[src/rtl/mips_pkg.sv]
// Shared encodings for the multicycle MIPS control path.
// Opcodes, functs, ALU commands, FSM states and mux selects.
package mips_pkg;

    localparam logic [5:0] OP_RTYPE = 6'h00;
    localparam logic [5:0] OP_J     = 6'h02;
    localparam logic [5:0] OP_BEQ   = 6'h04;
    localparam logic [5:0] OP_ADDI  = 6'h08;
    localparam logic [5:0] OP_LW    = 6'h23;
    localparam logic [5:0] OP_SW    = 6'h2B;

    localparam logic [5:0] FN_ADD = 6'h20;
    localparam logic [5:0] FN_SUB = 6'h22;
    localparam logic [5:0] FN_AND = 6'h24;
    localparam logic [5:0] FN_OR  = 6'h25;
    localparam logic [5:0] FN_NOR = 6'h27;
    localparam logic [5:0] FN_SLT = 6'h2A;

    localparam logic [3:0] ALU_AND = 4'b0000;
    localparam logic [3:0] ALU_OR  = 4'b0001;
    localparam logic [3:0] ALU_ADD = 4'b0010;
    localparam logic [3:0] ALU_SUB = 4'b0110;
    localparam logic [3:0] ALU_SLT = 4'b0111;
    localparam logic [3:0] ALU_NOR = 4'b1100;

    localparam logic [1:0] SRCB_B      = 2'b00;
    localparam logic [1:0] SRCB_FOUR   = 2'b01;
    localparam logic [1:0] SRCB_IMM    = 2'b10;
    localparam logic [1:0] SRCB_IMM_SH = 2'b11;

    localparam logic [1:0] PCSRC_ALU    = 2'b00;
    localparam logic [1:0] PCSRC_ALUOUT = 2'b01;
    localparam logic [1:0] PCSRC_JUMP   = 2'b10;

    typedef enum logic [3:0] {
        S_FETCH  = 4'd0,
        S_DECODE = 4'd1,
        S_MEMADR = 4'd2,
        S_MEMRD  = 4'd3,
        S_MEMWB  = 4'd4,
        S_MEMWR  = 4'd5,
        S_EXEC   = 4'd6,
        S_ALUWB  = 4'd7,
        S_BRANCH = 4'd8,
        S_JUMP   = 4'd9,
        S_ADDIEX = 4'd10,
        S_ADDIWB = 4'd11
    } state_t;

endpackage

[src/rtl/mips_mc_control_alu_op_decode.sv]
// R-type funct to ALU command translation.
// valid flags the functs the datapath actually supports.
module alu_op_decode
    import mips_pkg::*;
(
    input  logic [5:0] funct,
    output logic [3:0] alu_op,
    output logic       valid
);

    // Map funct to ALU command; unknown functs are invalid
    always_comb begin
        alu_op = ALU_ADD;
        valid  = 1'b1;
        unique case (funct)
            FN_ADD:  alu_op = ALU_ADD;
            FN_SUB:  alu_op = ALU_SUB;
            FN_AND:  alu_op = ALU_AND;
            FN_OR:   alu_op = ALU_OR;
            FN_NOR:  alu_op = ALU_NOR;
            FN_SLT:  alu_op = ALU_SLT;
            default: valid  = 1'b0;
        endcase
    end

endmodule

[src/rtl/mips_mc_control.sv]
// Multicycle MIPS main control FSM.
// Sequences fetch/decode/execute/memory/writeback strobes.
module mips_mc_control
    import mips_pkg::*;
(
    input  logic       clk,
    input  logic       reset,
    input  logic [5:0] opcode,
    input  logic [5:0] funct,
    input  logic       zero,
    input  logic       mem_ready,
    output logic       pc_write,
    output logic       ir_write,
    output logic       mem_read,
    output logic       mem_write,
    output logic       reg_write,
    output logic       i_or_d,
    output logic       mem_to_reg,
    output logic       reg_dst,
    output logic       alu_src_a,
    output logic [1:0] alu_src_b,
    output logic [1:0] pc_source,
    output logic [3:0] alu_op,
    output logic       instr_done,
    output logic       illegal_op
);

    state_t     state;
    state_t     state_next;
    logic [3:0] fn_alu_op;
    logic       fn_valid;
    logic       op_legal;

    alu_op_decode u_alu_op_decode (
        .funct  (funct),
        .alu_op (fn_alu_op),
        .valid  (fn_valid)
    );

    // State register with synchronous reset to FETCH
    always_ff @(posedge clk) begin
        if (reset) begin
            state <= S_FETCH;
        end else begin
            state <= state_next;
        end
    end

    // Opcode legality, including the R-type funct check
    always_comb begin
        unique case (opcode)
            OP_LW, OP_SW, OP_BEQ, OP_J, OP_ADDI: op_legal = 1'b1;
            OP_RTYPE: op_legal = fn_valid;
            default:  op_legal = 1'b0;
        endcase
    end

    // Next-state logic
    always_comb begin
        state_next = state;
        unique case (state)
            S_FETCH: begin
                if (mem_ready) begin
                    state_next = S_DECODE;
                end
            end
            S_DECODE: begin
                state_next = S_FETCH;
                if (op_legal) begin
                    unique case (opcode)
                        OP_LW, OP_SW: state_next = S_MEMADR;
                        OP_RTYPE:     state_next = S_EXEC;
                        OP_BEQ:       state_next = S_BRANCH;
                        OP_J:         state_next = S_JUMP;
                        OP_ADDI:      state_next = S_ADDIEX;
                        default:      state_next = S_FETCH;
                    endcase
                end
            end
            S_MEMADR: begin
                state_next = (opcode == OP_SW) ? S_MEMWR : S_MEMRD;
            end
            S_MEMRD: begin
                if (mem_ready) begin
                    state_next = S_MEMWB;
                end
            end
            S_MEMWR: begin
                if (mem_ready) begin
                    state_next = S_FETCH;
                end
            end
            S_EXEC:   state_next = S_ALUWB;
            S_ADDIEX: state_next = S_ADDIWB;
            default:  state_next = S_FETCH;
        endcase
    end

    // Output decode; reset masks strobes and parks selects at FETCH
    always_comb begin
        pc_write   = 1'b0;
        ir_write   = 1'b0;
        mem_read   = 1'b0;
        mem_write  = 1'b0;
        reg_write  = 1'b0;
        i_or_d     = 1'b0;
        mem_to_reg = 1'b0;
        reg_dst    = 1'b0;
        alu_src_a  = 1'b0;
        alu_src_b  = SRCB_B;
        pc_source  = PCSRC_ALU;
        alu_op     = ALU_ADD;
        instr_done = 1'b0;
        illegal_op = 1'b0;
        if (reset) begin
            alu_src_b = SRCB_FOUR;
        end else begin
            unique case (state)
                S_FETCH: begin
                    mem_read  = 1'b1;
                    alu_src_b = SRCB_FOUR;
                    pc_source = PCSRC_ALU;
                    ir_write  = mem_ready;
                    pc_write  = mem_ready;
                end
                S_DECODE: begin
                    alu_src_b  = SRCB_IMM_SH;
                    illegal_op = ~op_legal;
                    instr_done = ~op_legal;
                end
                S_MEMADR, S_ADDIEX: begin
                    alu_src_a = 1'b1;
                    alu_src_b = SRCB_IMM;
                end
                S_MEMRD: begin
                    i_or_d   = 1'b1;
                    mem_read = 1'b1;
                end
                S_MEMWB: begin
                    reg_write  = 1'b1;
                    mem_to_reg = 1'b1;
                    instr_done = 1'b1;
                end
                S_MEMWR: begin
                    i_or_d     = 1'b1;
                    mem_write  = 1'b1;
                    instr_done = mem_ready;
                end
                S_EXEC: begin
                    alu_src_a = 1'b1;
                    alu_src_b = SRCB_B;
                    alu_op    = fn_alu_op;
                end
                S_ALUWB: begin
                    reg_write  = 1'b1;
                    reg_dst    = 1'b1;
                    instr_done = 1'b1;
                end
                S_BRANCH: begin
                    alu_src_a  = 1'b1;
                    alu_src_b  = SRCB_B;
                    alu_op     = ALU_SUB;
                    pc_source  = PCSRC_ALUOUT;
                    pc_write   = zero;
                    instr_done = 1'b1;
                end
                S_JUMP: begin
                    pc_source  = PCSRC_JUMP;
                    pc_write   = 1'b1;
                    instr_done = 1'b1;
                end
                S_ADDIWB: begin
                    reg_write  = 1'b1;
                    instr_done = 1'b1;
                end
                default: begin
                    alu_op = ALU_ADD;
                end
            endcase
        end
    end

endmodule
[config.mk]
export PLATFORM = sky130hd
export DESIGN_NAME = mips_mc_control
export DESIGN_NICKNAME = d
export VERILOG_FILES = /design/src/rtl/mips_pkg.sv /design/src/rtl/mips_mc_control_alu_op_decode.sv /design/src/rtl/mips_mc_control.sv
export SDC_FILE = /design/constraint.sdc
export NUM_CORES = 1
export LEC_CHECK = 0
export CAP_MARGIN = 20
export CORE_ASPECT_RATIO = 1.25
export CORE_MARGIN = 2
export CORE_UTILIZATION = 37
export CTS_CLUSTER_SIZE = 20
export DETAILED_ROUTE_END_ITERATION = 12
export PLACE_DENSITY_LB_ADDON = 0.05
export SYNTH_ARGS = -nofsm -noshare
export SYNTH_HDL_FRONTEND = slang
export SYNTH_SLANG_ARGS = --single-unit
[constraint.sdc]
create_clock -name clk -period 1.4 [get_ports clk]
set_input_delay 0.28 -clock clk [delete_from_list [all_inputs] [get_ports clk]]
set_output_delay 0.28 -clock clk [all_outputs]
set_load 0.005 [all_outputs]
==> summary.md, run 1 <==
| Metric | Value |
|---|---|
| Die width | `44.36 µm` |
| Max-slew violations | `0` |
| Detail Placement HPWL | `2.269 mm` |
| Initial Utilization | `0.3844` |
| Placer Congestion | `0.8411` |
| Nets | `229` |
| Vias in the first global route | `1,267` |
| VDD IR max | `0.0004754 V` |
| Util after Layout | `0.9572` |
| CTS root buffer | `clkbuf_4` |
| Most flops, register | `state` |
| RSZ-0062 raised after global routing | `yes` |
| Ys flop type | `dfxtp_1` |
| Most frequent cell after synthesis | `nor2_1` |
| Area growth, synth to finish | `149.0%` |
| Final worst path period need | `1839 ps` |
| Failing checks | `negative setup slack` |
| Min-Delay Path Class | `input port to flip-flop` |
| Worst setup EP type | `output pin` |
| Worst Tran Pin Value | `346.6 ps` |
| Synth top area share | `0.1063` |
| Routed len/inst | `23.50 µm` |
| Port Buffers | `34` |
| Mapped Area | `753.2 µm²` |
| Number of detailed-route iterations in the first pass | `4` |
| Post-DRT Antenna Nets | `0` |
| Max-capacitance violation count | `0` |
| Setup CP Type | `flip-flop to output pin` |
| Worst Path Max Fanout | `5` |
| #FFs+latches synth | `4` |
| Die Footprint | `2415 µm²` |
| CTS Buffer Depth | `2` |
| Clk sinks | `4` |
| Clk pin slew, worst setup/hold paths | `30 ps` |
| Startpoint types | `flip-flop` |
| Critical Path RT | `1120 ps` |
| Core Region | `1959 µm²` |
| Power per Cell Area | `344.1 nW/µm²` |
| Sw Share | `0.3597` |
| N_diodes | `0` |
| Crit path arrival time | `1560 ps` |
| Drt drc | `0` |
| Tcrit/Tclk final | `1.314` |
| Max Fclk | `0.5437 GHz` |
| Max FFs per register | `4` |
| First-pass GRT wire length | `5.816 mm` |
| Largest regs | `state x4` |
| IO Count | `35` |
| Clock Skews | `5.371 ps` |
| Synth cell types | `46` |
| Commonest cells post-synth | `nor2_1 (14), nor2b_1 (8), a21oi_1 (7), o21ai_0 (7)` |
| Rows | `18` |
| Starting DRT DRC Count | `102` |
| Switch Pwr | `232.1 µW` |
| Combinational share of power | `0.589` |
| Initial antenna violation count | `0` |
| CTS tree | `yes` |
| Final Hold Viols | `0` |
| Hold_buf cts | `0` |
| Ys async rst share | `0` |
| Average cell area after synthesis | `6.725 µm²` |
| Flop pwr share | `0.189` |
| Area contributors post-synth | `dfxtp_1 (11%), nor2_1 (7.0%), nor2b_1 (6.6%)` |
| Yosys warnings | `0` |
| Post-Syn Instances | `112` |
| Max-Slew Margin vs Limit | `0.7665` |
| Endpoints failing setup | `22` |
| # H-tree levels | `1` |
| Net count after synthesis | `128` |
| Sequential share of the synthesized area | `0.1063` |
| Lkg Pwr | `0.0008555 µW` |
| Fraction of layout cells with a size suffix above 1 | `0.7109` |
| Clock network power share | `0.223` |
| Die height | `54.45 µm` |
| Leading area contributor after synthesis | `dfxtp_1` |
| Final worst setup slack | `-439.1 ps` |
| GRT Residual Overflow | `0` |
| Internal | `413.3 µW` |
| Min Hold Slack | `556.4 ps` |
| Total vias in the final route | `1,475` |
| Status | `finished with violations` |
| Final WL | `5.428 mm` |
| Vias/cell | `6.385` |
| Clock Latency Late Sink | `240 ps` |
| Post-synth EDFFs | `0` |
| Largest net degree at the start of global routing | `9` |
| TritonCTS Buffers | `3` |
| GRT Util Overall | `0.3304` |
[per-stage QoR]
| step | instance area (µm²) | power, µW | TNS (ps) | cells | setup WS, ps |
|---|---|---|---|---|---|
| 6_report | 1876 | 645.5 | -6436 | 231 | -439.1 |
| 5_1_grt | 1876 | 663.1 | -7068 | 231 | -459.4 |
| 4_1_cts | 1674 | 574.3 | -3987 | 225 | -310.5 |
| 3_5_place_dp | 1450 | 384.4 | -15510 | 208 | -1021 |
| 3_3_place_gp | 1450 | 377.9 | -15300 | 208 | -925.1 |
| 2_1_floorplan | 757.0 | 222.7 | 0 | 112 | 3.743 |
[layout by cell type (no fill, tap or decap), types with 3 or more instances in the layout]
cell type	synthesis	layout
buf_4	0	51
buf_2	2	21
buf_6	2	17
nor2_1	14	8
nor2b_4	0	5
a21oi_1	7	5
nor2_2	0	4
nand2b_4	1	4
clkdlybuf4s15_1	0	4
clkdlybuf4s15_2	0	4
dlygate4sd2_1	0	4
dfxtp_4	0	4
nand4_1	3	3
nor3b_2	0	3
nor3_4	0	3
o21ai_2	0	3
mux2i_1	3	3
nand2_1	5	3
o21ai_0	7	3
clkbuf_4	0	3
[power by group through the flow]
| stage | registers, µW | logic, µW | clock network, µW |
|---|---|---|---|
| after CTS | 121 | 308 | 145 |
| after floorplan | 122 | 100 | 0 |
| after detailed placement | 124 | 260 | 0 |
| final | 122 | 380 | 144 |
| after global placement | 124 | 254 | 0 |
| after global routing | 121 | 392 | 150 |
[critical path, cell delays in order, from the launching register on]
cell and delay, ps:
dfxtp_4 360, nor2_4 110, buf_6 110, nand4_1 150, buf_4 190, o32ai_2 240, buf_2 160
[layer usage]
layer | up-vias | GRT usage | share of wire
met5 | - | 0 | 0
met4 | 0 | 0.1717 | 0.088
met3 | 55 | 0.04620 | 0.10
met2 | 147 | 0.6446 | 0.48
met1 | 653 | 0.3353 | 0.33
li1 | 620 | - | -
[timing repair]
| action | in CTS | in global routing |
|---|---|---|
| pin swaps | 30 | 22 |
| gates resized for setup | 166 | 34 |
| buffers inserted | 17 | 11 |
| setup endpoints to repair | 22 | 22 |
[final timing paths]
check             from        end  slack, ps  cells past startpoint
max           state[3]  alu_op[2]       -440                      6
min reg2reg   state[0]   state[3]        690                      2
max reg2reg   state[0]   state[1]       -260                      7
min          opcode[0]   state[3]        560                      4
[cell type report]
type                       count  area, µm²
clock buffer                   3      22.52
fill                          47      83.83
inverter                       2      7.507
multi-input combinational     98      880.8
sequential                     4      95.09
tap                           20      25.02
timing repair buffer         104      844.6
[kinds of logic (layout without fill, tap and decap cells)]
logic type             Yosys count  after routing  share of synthesized area
AND/OR/NAND/NOR                 61             61                     0.4635
AO/OA/AOI/OAI                   32             32                     0.2907
buffers and inverters           10            109                    0.07309
multiplexers                     4              4                    0.05482
flip-flops                       4              4                     0.1063
XOR/XNOR                         1              1                    0.01163
Power figures use the tool's default switching activity.
==> run 2, diff against run 1 <==
--- a/config.mk
+++ b/config.mk
@@ -8,9 +8,10 @@
 export CAP_MARGIN = 20
 export CORE_ASPECT_RATIO = 1.25
 export CORE_MARGIN = 2
-export CORE_UTILIZATION = 37
+export CORE_UTILIZATION = 30
 export CTS_CLUSTER_SIZE = 20
 export DETAILED_ROUTE_END_ITERATION = 12
+export GPL_TIMING_DRIVEN = 0
 export PLACE_DENSITY_LB_ADDON = 0.05
 export SYNTH_ARGS = -nofsm -noshare
 export SYNTH_HDL_FRONTEND = slang
==> run 2 against run 1 <==
Against the previous run:
- the flow still finishes with violations (negative setup slack)
- critical path depth is 1 lower
- worst hold slack worse by 240 ps
- clock-buffer cell count stayed put
- combinational power is 22% lower
- final cell count is 5.2% lower
- clock skew is 4.2 ps lower
- critical path type unchanged
- largest cell class unchanged
==> summary.md, run 2 (synthesis results as in run 1) <==
| Metric | Value |
|---|---|
| Clk pin slew, worst setup/hold paths | `40 ps (about the same)` |
| Area growth, synth to finish | `123.6%` |
| Vias in the first global route | `1,155 (-8.8%)` |
| CTS tree | `yes` |
| Critical path's slowest cell | `dfxtp_4` |
| CTS Buffer Depth | `2 (unchanged)` |
| CTS root buffer | `clkbuf_4` |
| Fraction of layout cells with a size suffix above 1 | `0.6613 (-0.04961)` |
| Critical path, cell by cell | `nor2b_2 > a21boi_0 > o211ai_1 > o21ai_2 > buf_2` |
| Max-Slew Margin vs Limit | `0.7769 (+0.01043)` |
| Worst R2R End | `state[0]` |
| Hold endpoint | `state[0]` |
| Core Region | `2402 µm² (+23%)` |
| Hold_sp | `reset` |
| Power per Cell Area | `328.5 nW/µm² (-4.5%)` |
| Die Footprint | `2930 µm² (+21%)` |
| Post-DRT Antenna Nets | `0 (unchanged)` |
| Flop pwr share | `0.218 (+0.029)` |
| Failing checks | `negative setup slack` |
| Clk sinks | `4 (unchanged)` |
| Most frequent cells in the layout | `buf_4 (28), buf_2 (21), buf_6 (13)` |
| Placer Congestion | `0.8132 (-3.3%)` |
| Number of detailed-route iterations in the first pass | `4 (unchanged)` |
| Min-Delay Path Class | `input port to flip-flop` |
| Sw Share | `0.3279 (-0.03180)` |
| N_diodes | `0 (unchanged)` |
| Most flops, register | `state` |
| Total vias in the final route | `1,220 (-17%)` |
| Combinational share of power | `0.535 (-0.054)` |
| Reg2reg path depth | `7 (unchanged)` |
| VDD IR max | `0.0003806 V (-20%)` |
| Clock Latency Late Sink | `230 ps (about the same)` |
| Final worst path period need | `1768 ps (-71.00 ps)` |
| Worst Tran Pin Value | `332.7 ps (-13.99 ps)` |
| First-pass GRT wire length | `4.685 mm (-19%)` |
| Status | `finished with violations` |
| FF-to-FF Start | `state[3]` |
| GRT Residual Overflow | `0 (unchanged)` |
| Switch Pwr | `181.4 µW (-22%)` |
| Crit path arrival time | `1490 ps (-70 ps)` |
| Setup CP Type | `flip-flop to output pin` |
| Clock network power share | `0.247 (+0.024)` |
| # H-tree levels | `1 (unchanged)` |
| Clock Skews | `1.206 ps (-4.165 ps)` |
| Die height | `60.02 µm (+10%)` |
| Drt drc | `0 (unchanged)` |
| IO Count | `35 (unchanged)` |
| Worst Path Max Fanout | `5 (unchanged)` |
| Internal | `371.9 µW (-10%)` |
| Pre-CTS setup slack | `-1027 ps (-6.220 ps)` |
| Starting DRT DRC Count | `21 (-79%)` |
| Largest net degree at the start of global routing | `11 (+2)` |
| Rows | `20 (+2)` |
| Lkg Pwr | `0.0007320 µW (-14%)` |
| Commonest non-fill, non-tap cell in the layout | `buf_4` |
| Hold Path Cell Cnt | `2 (-2)` |
| Critical Path RT | `1120 ps (about the same)` |
| Detail Placement HPWL | `1.753 mm (-23%)` |
| Largest regs | `state x4` |
| RSZ-0062 raised after global routing | `yes` |
| Hold_buf cts | `0 (unchanged)` |
| GRT Util Overall | `0.2005 (-0.1298)` |
| Max-capacitance violation count | `0 (unchanged)` |
| Endpoints failing setup | `22 (unchanged)` |
| Routed len/inst | `15.20 µm (-35%)` |
| Tcrit/Tclk final | `1.263 (-0.05071)` |
| Initial Utilization | `0.3135 (-0.07088)` |
| Vias/cell | `5.571 (-13%)` |
| Worst setup EP type | `output pin` |
| Critical path's largest stage delay | `390 ps (+30 ps)` |
| Initial antenna violation count | `0 (unchanged)` |
| Final WL | `3.328 mm (-39%)` |
| Max FFs per register | `4 (unchanged)` |
| Setup slack, reg-to-reg | `-80 ps (+180 ps)` |
| Nets | `204 (-11%)` |
| Max Fclk | `0.5656 GHz (+4.0%)` |
| TritonCTS Buffers | `3 (unchanged)` |
| Die width | `48.82 µm (+10%)` |
| Util after Layout | `0.7010 (-0.2562)` |
| Final worst setup slack | `-368.1 ps (+71.00 ps)` |
| Startpoint types | `flip-flop` |
| Max-slew violations | `0 (unchanged)` |
| Port Buffers | `32 (-5.9%)` |
| Final Hold Viols | `0 (unchanged)` |
## run 2: cell types whose count changed in the layout (fill, tap and decap cells not counted), sizes merged
cell,before,now
clkbuf,3,9
clkdlybuf4s15,8,0
buf,91,66
dlygate4sd2,4,6
## run 2: worst max-delay path, delay by kind of cell, from the launching register on
kind                   cells  cell delay [ps]
buffers and inverters      1              130
and+or+nand+nor            1              230
AOI/OAI and AO/OA          3              500
DFF                        1              390
## run 2: worst max path at each step
stage / slack, ps / from / endpoint
CTS: -340 / state[1] / instr_done
floorplan: 4 / opcode[1] / illegal_op
finish: -370 / state[0] / instr_done
global placement: -1000 / opcode[2] / instr_done
global route: -430 / state[0] / instr_done
detailed placement: -1030 / opcode[2] / instr_done
## run 2: cell type report
type	instances	area, µm²
fillers	191	718.2
inverters	2	7.507
repair buffers	72	570.5
clock buffers	3	22.52
plain buffers	7	95.09
flip-flops and latches	4	92.59
well taps	33	41.29
multi-input cells	98	854.6
## run 2: per-stage QoR
step           instances  area, µm²  hold WS (ps)  setup TNS [ps]  power (µW)
2_1_floorplan        112      757.0         461.5               0       222.7
3_3_place_gp         177       1119         504.3          -12390       313.1
3_5_place_dp         177       1119         501.0          -12410       313.9
4_1_cts              213       1528         272.4           -3685       511.5
5_1_grt              219       1684         304.7           -5126       586.8
6_report             219       1684         312.5           -3861       553.3
## run 2: power groups by stage
| stage | Sequential (µW) | Clock [µW] | Combinational, µW |
|---|---|---|---|
| after floorplan | 122 | 0 | 100 |
| after global placement | 124 | 0 | 189 |
| after detailed placement | 123 | 0 | 191 |
| after CTS | 120 | 143 | 249 |
| after global routing | 121 | 154 | 312 |
| final | 120 | 137 | 296 |
## run 2: per-layer routing
layer	GRT usage	part of all wire	vias up
li1	-	-	570
met1	0.1970	0.39	593
met2	0.3953	0.54	51
met3	0.04250	0.057	6
met4	0.1061	0.013	0
met5	0	0	-
## run 2: timing repair
| action | 4_1_cts | 5_1_grt |
|---|---|---|
| pin swaps | 25 | 17 |
| endpoints found under the setup margin | 22 | 23 |
| gates resized for setup | 166 | 35 |
| hold endpoints to repair | 0 | 0 |
| gates cloned | 1 | 0 |
| buffers inserted | 34 | 9 |
